### config.mk
export PLATFORM = sky130hd
export DESIGN_NAME = rx
export DESIGN_NICKNAME = d
export VERILOG_FILES = /design/src/rtl/uart_pkg.sv /design/src/rtl/sync2.sv /design/src/rtl/rx.sv
export SDC_FILE = /design/constraint.sdc
export NUM_CORES = 1
export LEC_CHECK = 0
export BUFFER_PORTS_ARGS = -buffer_cell sky130_fd_sc_hd__buf_2
export CAP_MARGIN = 20
export CORE_ASPECT_RATIO = 1.4
export CORE_MARGIN = 2
export CORE_UTILIZATION = 33
export CTS_CLUSTER_SIZE = 20
export DETAILED_ROUTE_END_ITERATION = 6
export MAX_ROUTING_LAYER = met4
export PLACE_DENSITY_LB_ADDON = 0.08
export REMOVE_ABC_BUFFERS = 1
export SYNTH_ARGS = -nofsm -noshare
export SYNTH_HDL_FRONTEND = slang
export SYNTH_SLANG_ARGS = --single-unit
### constraint.sdc
create_clock -name clk_in -period 2.1 [get_ports clk_in]
set_clock_uncertainty 0.1 [all_clocks]
set_input_delay 0.105 -clock clk_in [delete_from_list [all_inputs] [get_ports clk_in]]
set_output_delay 0.105 -clock clk_in [all_outputs]
set_load 0.03 [all_outputs]
### src/rtl/uart_pkg.sv
// Shared UART receiver types and default frame parameters.
`timescale 1ns/1ps
package uart_pkg;

    localparam int unsigned RX_CLK_BAUD_RATIO_DEF = 25;
    localparam int unsigned RX_DATA_SIZE_DEF      = 8;

    typedef enum logic [1:0] {
        RX_IDLE  = 2'd0,
        RX_START = 2'd1,
        RX_DATA  = 2'd2,
        RX_STOP  = 2'd3
    } rx_state_e;

    // 2-of-3 vote used when bit decisions are majority-filtered.
    function automatic logic maj3(input logic a, input logic b, input logic c);
        return (a & b) | (a & c) | (b & c);
    endfunction

endpackage

### src/rtl/sync2.sv
// Two-flop synchronizer for a single asynchronous bit; both flops reset to 1.
`timescale 1ns/1ps
module sync2 (
    input  logic clk_in,
    input  logic rst_in,
    input  logic d_in,
    output logic q_out
);

    logic meta_q, meta_d;
    logic sync_q, sync_d;

    always_comb begin
        meta_d = d_in;
        sync_d = meta_q;
    end

    always_ff @(posedge clk_in or posedge rst_in) begin
        if (rst_in) begin
            meta_q <= 1'b1;
            sync_q <= 1'b1;
        end else begin
            meta_q <= meta_d;
            sync_q <= sync_d;
        end
    end

    assign q_out = sync_q;

endmodule

### src/rtl/rx.sv
// UART receiver: start/data/stop framing, one-word output buffer with valid/ready.
// Define RX_MAJORITY_EN to make each bit decision a 2-of-3 vote (decisions one cycle later).
`timescale 1ns/1ps
module rx
    import uart_pkg::*;
#(
    parameter int unsigned CLK_BAUD_RATIO = RX_CLK_BAUD_RATIO_DEF,
    parameter int unsigned DATA_SIZE      = RX_DATA_SIZE_DEF
) (
    input  logic                 clk_in,
    input  logic                 rst_in,
    input  logic                 rx_in,
    input  logic                 ready_in,
    output logic [DATA_SIZE-1:0] data_out,
    output logic                 valid_out,
    output logic                 framing_err_out,
    output logic                 overrun_out
);

    localparam int unsigned BAUD_W = (CLK_BAUD_RATIO > 1) ? $clog2(CLK_BAUD_RATIO) : 1;
    localparam int unsigned BIT_W  = $clog2(DATA_SIZE + 2);
    localparam int unsigned HALF   = CLK_BAUD_RATIO / 2;
`ifdef RX_MAJORITY_EN
    localparam int unsigned SAMPLE_AT = HALF;
`else
    localparam int unsigned SAMPLE_AT = HALF - 1;
`endif

    logic rx_s;

    sync2 u_sync (
        .clk_in (clk_in),
        .rst_in (rst_in),
        .d_in   (rx_in),
        .q_out  (rx_s)
    );

    rx_state_e            state_q, state_d;
    logic [BAUD_W-1:0]    baud_q, baud_d;
    logic [BIT_W-1:0]     bit_q, bit_d;
    logic [DATA_SIZE-1:0] shift_q, shift_d;
    logic [DATA_SIZE-1:0] data_q, data_d;
    logic                 valid_q, valid_d;
    logic                 ferr_q, ferr_d;
    logic                 ovr_q, ovr_d;
    logic                 sample_c, bit_c, stop_good_c, stop_bad_c, consume_c;

`ifdef RX_MAJORITY_EN
    // Two previous rx_s values, so the vote covers nominal-1, nominal, nominal+1.
    logic hist1_q, hist1_d, hist2_q, hist2_d;

    always_comb begin
        hist1_d = rx_s;
        hist2_d = hist1_q;
    end

    always_ff @(posedge clk_in or posedge rst_in) begin
        if (rst_in) begin
            hist1_q <= 1'b1;
            hist2_q <= 1'b1;
        end else begin
            hist1_q <= hist1_d;
            hist2_q <= hist2_d;
        end
    end

    assign bit_c = maj3(hist2_q, hist1_q, rx_s);
`else
    assign bit_c = rx_s;
`endif

    // Baud counter reads k-1 in cycle t0+k, so every bit centre lands on the same count.
    assign sample_c = (baud_q == BAUD_W'(SAMPLE_AT));

    always_comb begin
        state_d     = state_q;
        baud_d      = (baud_q == BAUD_W'(CLK_BAUD_RATIO - 1)) ? '0 : baud_q + BAUD_W'(1);
        bit_d       = bit_q;
        shift_d     = shift_q;
        stop_good_c = 1'b0;
        stop_bad_c  = 1'b0;
        case (state_q)
            RX_IDLE: begin
                baud_d = '0;
                bit_d  = '0;
                if (!rx_s) state_d = RX_START;
            end
            RX_START: begin
                if (sample_c) state_d = bit_c ? RX_IDLE : RX_DATA;
            end
            RX_DATA: begin
                if (sample_c) begin
                    shift_d = (shift_q >> 1) | (DATA_SIZE'(bit_c) << (DATA_SIZE - 1));
                    bit_d   = bit_q + BIT_W'(1);
                    if (bit_q == BIT_W'(DATA_SIZE - 1)) state_d = RX_STOP;
                end
            end
            RX_STOP: begin
                if (sample_c) begin
                    state_d     = RX_IDLE;
                    stop_good_c = bit_c;
                    stop_bad_c  = !bit_c;
                end
            end
            default: state_d = RX_IDLE;
        endcase
    end

    // A word arriving while the buffer is being consumed replaces it without overrun.
    always_comb begin
        consume_c = valid_q && ready_in;
        data_d    = data_q;
        valid_d   = valid_q;
        ferr_d    = stop_bad_c;
        ovr_d     = 1'b0;
        if (consume_c) valid_d = 1'b0;
        if (stop_good_c) begin
            if (!valid_q || consume_c) begin
                data_d  = shift_q;
                valid_d = 1'b1;
            end else begin
                ovr_d = 1'b1;
            end
        end
    end

    always_ff @(posedge clk_in or posedge rst_in) begin
        if (rst_in) begin
            state_q <= RX_IDLE;
            baud_q  <= '0;
            bit_q   <= '0;
            shift_q <= '0;
            data_q  <= '0;
            valid_q <= 1'b0;
            ferr_q  <= 1'b0;
            ovr_q   <= 1'b0;
        end else begin
            state_q <= state_d;
            baud_q  <= baud_d;
            bit_q   <= bit_d;
            shift_q <= shift_d;
            data_q  <= data_d;
            valid_q <= valid_d;
            ferr_q  <= ferr_d;
            ovr_q   <= ovr_d;
        end
    end

    assign data_out        = data_q;
    assign valid_out       = valid_q;
    assign framing_err_out = ferr_q;
    assign overrun_out     = ovr_q;

endmodule

==> reports/qor.csv, run 1 <==
metric,value,unit
measured slew at the worst slew-check pin,0.5403,ns
global-route wire length before repair,4084,um
number of max-cap violations,0,
height of the die,80.52,um
synth unique cells,31,
I/O pin cnt,15,
cts bufs inserted,5,
number of setup buffers added after CTS,0,
remaining design rule violation count,0,
sort of element at the start of the critical path,flop,
post-route ant nets,0,
first-pass iteration count of the detailed router,4,
Lkg Pwr,0.8438,nW
number of synthesized flops with an enable pin,0,
Longest Clk Path Bufs,2,
fillers,410,
data arrival time of the critical path,1.94,ns
Setup crit end kind,flop,
vias,793,
fraction of layout instances using a drive strength above 1,0.3920,
total number of H-tree levels,2,
placeable core area,3986,um2
Hold/Removal Path Class,input port to flop,
YS warnings,0,
I/O Buffers,14,
vias per inst,4.720,
TritonCTS clock tree,done,
Iter 0 DRT Violations,3,
Yosys top cell by area,sky130_fd_sc_hd__dfrtp_1,
result of the run,"complete, no violations",
total design power,1.736,mW
clock-pin slew on the worst setup and hold paths,0.07,ns
top flip-flop cell by instance count after synthesis,sky130_fd_sc_hd__dfrtp_1,
combined area of all synthesized cells,1380,um2
"Clk Latency, worst-skew pair",0.28,ns
overflow left after global routing,0,
number of synthesized register bits,32,
max-slew violation count,0,
pre-CTS setup slack,0.2262,ns
number of failing setup endpoints in the final timing report,0,
global-route total usage across every layer,0.1206,
most frequent cells in the layout,"sky130_fd_sc_hd__dfrtp_1 (30), sky130_fd_sc_hd__mux2_2 (17), sky130_fd_sc_hd__buf_2 (14)",
hold violation count in the final report,0,
total negative slack,0,ns
max_slew headroom,0.6360,
Root Buffer,sky130_fd_sc_hd__clkbuf_8,
worst setup margin,0.2291,ns
via count of the first global-routing pass,880,
final period utilization,0.8909,
floorplan die area,4723,um2
"most common cell after layout, fill and taps aside",sky130_fd_sc_hd__dfrtp_1,
area grow syn2layout,18.40,%
Antenna Diode Count,0,
average cell area after synthesis,13.66,um2
TritonCTS Sinks,32,
Starting Density,0.3462,
antenna violations before repair,0,
maximum number of pins on one net before global-route repair,33,
floorplan row count,27,
final-stage net count,131,
Cell Pwr Density,1062,nW/um2
sequential element share of the synthesized area,0.5820,
maximum vdd drop,0.5083,mV
setup repair after global routing missed its margin,false,
synthesized netlist cell count,101,
fmax,534.5,MHz
total wire length after detailed routing,2284,um
Chip Width,58.66,um
"Data required, critical path",2.16,ns
Critical Path Fanout Max,8,
share of synthesized flip-flops with an asynchronous set or reset,1.000,
post-detail-place hpwl,1586,um
average wire per standard cell,13.60,um
proportion of netlist area held by the largest area contributor,0.5440,
placer congestion estimate,0.6753,
post-route minimum period,1.871,ns
leading cell types by total area after synthesis,"sky130_fd_sc_hd__dfrtp_1 (54%), sky130_fd_sc_hd__mux2_2 (14%), sky130_fd_sc_hd__dfstp_2 (3.8%), sky130_fd_sc_hd__ha_1 (2.7%), sky130_fd_sc_hd__mux2i_1 (2.2%)",
class of the most critical setup path,flop to flop,
==> registers in the layout, summed over array words and instances, names as in the netlist, named ones only <==
name and cells:
u_sync.meta_q 1, u_sync.q_out 1, valid_out 1, data_out 8
baud_q 5, shift_q 8, overrun_out 1, bit_q 4
state_q 1, framing_err_out 1
==> path summary, 6_finish.rpt <==
kind	slack, ns	end	start	cells past startpoint
max	0.23	data_out[5]	baud_q[0]	4
min	0.008	overrun_out	ready_in	3
max reg2reg	0.23	data_out[5]	baud_q[0]	4
min reg2reg	0.26	u_sync.q_out	u_sync.meta_q	0
max in group asynchronous	1.23	u_sync.meta_q	rst_in	4
min in group asynchronous	0.35	baud_q[4]	rst_in	4
==> timing repair <==
item | in CTS | in global routing
gates resized for setup | 0 | 0
endpoints found under the setup margin | 0 | 0
hold buffers | 2 | 0
hold endpoints to repair | 31 | 0
==> per-layer routing <==
metal  GRT usage  wire, um
met5           -         0
met2      0.1978      1138
met3     0.03865        81
met1      0.1320      1016
met4     0.05455        47
==> per-stage QoR <==
step | hold slack [ns] | instances | area, um2 | util
finish | 0.007789 | 168 | 1634 | 0.4099
global route | 0.02008 | 168 | 1634 | 0.4099
CTS | 0.008749 | 168 | 1634 | 0.4099
detailed placement | 0.1172 | 158 | 1503 | 0.3770
global placement | 0.1087 | 158 | 1503 | 0.3770
floorplan | 0.009478 | 98 | 1356 | -
==> cell families (layout without fill, tap and decap cells) <==
group | count (synthesis) | count (layout) | synth area share
DFF | 32 | 32 | 0.5820
and+or+nand+nor | 26 | 26 | 0.1415
muxes | 20 | 20 | 0.1605
buffers and inverters | 9 | 33 | 0.03354
AOI/OAI and AO/OA | 8 | 8 | 0.03627
adders and majority gates | 3 | 3 | 0.02720
xor gates and xnor gates | 3 | 3 | 0.01904
==> Yosys cell counts (all sizes together) (2+ instances only) <==
master,count
dfrtp,30
mux2,17
nor2,7
inv,6
nand3,4
ha,3
mux2i,3
nand2,3
o21ai,3
a21oi,2
buf,2
dfstp,2
xor2,2
==> worst max-delay path: stages, from the launching register on <==
cell and delay [ns]:
sky130_fd_sc_hd__dfrtp_1 0.38, sky130_fd_sc_hd__ha_1 0.28, sky130_fd_sc_hd__nand4bb_4 0.16, sky130_fd_sc_hd__nor3b_4 0.44
sky130_fd_sc_hd__mux2_2 0.39
==> report_power, final <==
group          switching, mW  internal [mW]
logic                  0.195          0.172
clock network          0.235          0.351
registers             0.0804          0.702
total                  0.511           1.22
==> layout make-up <==
type	count	area [um2]	share of cell area
Inverter	6	22.52	0.01378
Tap cell	43	53.80	0.03292
Clock inverter	3	42.54	0.02603
Clock buffer	5	68.82	0.04211
Sequential cell	32	803.3	0.4916
Timing Repair Buffer	19	112.6	0.06891
Multi-Input combinational cell	60	530.5	0.3247
No activity file was read; power rests on OpenSTA's default activity.
==> run 2, diff against run 1 <==
--- a/config.mk
+++ b/config.mk
@@ -7,6 +7,8 @@
 export LEC_CHECK = 0
 export BUFFER_PORTS_ARGS = -buffer_cell sky130_fd_sc_hd__buf_2
 export CAP_MARGIN = 20
+export CELL_PAD_IN_SITES_DETAIL_PLACEMENT = 0
+export CELL_PAD_IN_SITES_GLOBAL_PLACEMENT = 1
 export CORE_ASPECT_RATIO = 1.4
 export CORE_MARGIN = 2
 export CORE_UTILIZATION = 33
==> reports/qor.csv, run 2 (synthesis results as in run 1) <==
metric,value,unit,change
sort of element at the start of the critical path,flop,,
first-pass iteration count of the detailed router,6,,+2
maximum vdd drop,0.4928,mV,-3.0%
TritonCTS Sinks,32,,unchanged
final-stage net count,131,,unchanged
highest-delay cell along the critical path,sky130_fd_sc_hd__nor3b_4,,
antenna violations before repair,0,,unchanged
worst setup margin,0.1927,ns,-0.03634 ns
height of the die,80.52,um,unchanged
I/O Buffers,14,,unchanged
Setup crit end kind,flop,,
final core utilization,0.4055,,-0.004394
Root Buffer,sky130_fd_sc_hd__clkbuf_8,,
max-slew violation count,0,,unchanged
final period utilization,0.9082,,+0.01730
fillers,415,,+1.2%
number of cells traversed by the worst register-to-register path,4,,unchanged
Hold/Removal Path Class,input port to flop,,
post-route minimum period,1.907,ns,+0.03634 ns
cells traversed along the worst timing path,ha_1 -> nand4bb_4 -> nor3b_4 -> mux2_2,,
total negative slack,0,ns,unchanged
number of gates resized after CTS,0,,unchanged
"Clk Latency, worst-skew pair",0.28,ns,about the same
Chip Width,58.66,um,unchanged
result of the run,"finished, violations left",,
TritonCTS clock tree,done,,
number of max-cap violations,0,,unchanged
number of setup buffers added after CTS,0,,unchanged
count of placed standard cells including taps,158,,unchanged
post-detail-place hpwl,1593,um,+0.47%
vias,831,,+4.8%
class of the most critical setup path,flop to flop,,
post-route non-filler standard cell count,168,,unchanged
Antenna Diode Count,0,,unchanged
maximum cell stage delay along the critical path,0.46,ns,+0.02 ns
"most common cell after layout, fill and taps aside",sky130_fd_sc_hd__dfrtp_1,,
most frequent cells in the layout,"sky130_fd_sc_hd__dfrtp_1 (30), sky130_fd_sc_hd__mux2_2 (17), sky130_fd_sc_hd__buf_2 (14)",,
global-route wire length before repair,4057,um,-0.66%
average wire per standard cell,13.40,um,-1.4%
via count of the first global-routing pass,867,,-1.5%
Iter 0 DRT Violations,13,,+10
Longest Clk Path Bufs,2,,unchanged
fmax,524.3,MHz,-1.9%
floorplan row count,27,,unchanged
max_slew headroom,0.6111,,-0.02494
remaining design rule violation count,1,,+1
data arrival time of the critical path,1.97,ns,+0.03 ns
number of buffers inserted for hold repair after clock tree synthesis,2,,unchanged
total number of H-tree levels,2,,unchanged
Critical Path Fanout Max,8,,unchanged
hold violation count in the final report,0,,unchanged
floorplan die area,4723,um2,unchanged
clock-pin slew on the worst setup and hold paths,0.07,ns,about the same
Lkg Pwr,0.8341,nW,-1.1%
I/O pin cnt,15,,unchanged
maximum number of pins on one net before global-route repair,33,,unchanged
vias per inst,4.946,,+4.8%
"Data required, critical path",2.16,ns,about the same
overflow left after global routing,0,,unchanged
cts bufs inserted,5,,unchanged
measured slew at the worst slew-check pin,0.5773,ns,+0.03701 ns
fraction of layout instances using a drive strength above 1,0.3840,,-0.008000
number of failing setup endpoints in the final timing report,0,,unchanged
pre-CTS setup slack,0.1506,ns,-0.07555 ns
global-route total usage across every layer,0.1180,,-0.002592
placer congestion estimate,0.6940,,+2.8%
placeable core area,3986,um2,unchanged
post-route ant nets,0,,unchanged
total wire length after detailed routing,2251,um,-1.4%
failing checks,DRC,,
number of cells on the worst hold path,3,,unchanged
Cell Pwr Density,1016,nW/um2,-4.3%
setup repair after global routing missed its margin,false,,
area grow syn2layout,17.14,%,
Starting Density,0.3462,,unchanged
## run 2: cell types whose count changed in the layout (fill, tap and decap cells not counted)
| cell | delta |
|---|---|
| sky130_fd_sc_hd__bufinv_16 | -1 |
| sky130_fd_sc_hd__clkbuf_1 | +1 |
| sky130_fd_sc_hd__clkbuf_8 | +1 |
| sky130_fd_sc_hd__clkinv_2 | -1 |
## run 2: critical path: cells and delay by family, from the launching register on
family / cells / cell delay, ns
and+or+nand+nor: 2 / 0.61
DFF: 1 / 0.39
adders and majority gates: 1 / 0.29
muxes: 1 / 0.39
## run 2: final timing paths
check	startpoint	end	slack [ns]
max in group asynchronous	rst_in	u_sync.meta_q	1.21
min in group asynchronous	rst_in	data_out[0]	0.35
max	baud_q[0]	data_out[4]	0.19
min reg2reg	u_sync.meta_q	u_sync.q_out	0.26
max reg2reg	baud_q[0]	data_out[4]	0.19
min	ready_in	overrun_out	0.02
## run 2: area by class of cell
class	count	area (um2)	area share
Sequential cell	32	803.3	0.4969
Clock buffer	7	86.33	0.05341
Inverter	6	22.52	0.01393
Tap cell	43	53.80	0.03328
Timing Repair Buffer	19	112.6	0.06966
Clock inverter	1	7.507	0.004644
Multi-Input combinational cell	60	530.5	0.3282
## run 2: metrics by stage
stage,instance area [um2],total power [mW],hold slack [ns]
6_report,1617,1.643,0.02254
5_1_grt,1617,1.753,0.04429
4_1_cts,1617,1.677,0.02610
3_5_place_dp,1503,1.178,0.1116
3_3_place_gp,1503,1.170,0.1094
2_1_floorplan,1356,1.055,0.009478
## run 2: metal layers
layer | global-route usage | up-vias | part of all wire
li1 | - | 394 | -
met1 | 0.1334 | 421 | 0.44
met2 | 0.1944 | 12 | 0.51
met3 | 0.03382 | 4 | 0.036
met4 | 0.04773 | 0 | 0.014
met5 | - | - | 0
## run 2: power breakdown
part | total (mW) | internal, mW | switching (mW)
Combinational | 0.374 | 0.174 | 0.200
Clock | 0.480 | 0.266 | 0.214
Sequential | 0.788 | 0.702 | 0.0859
Total | 1.64 | 1.14 | 0.501
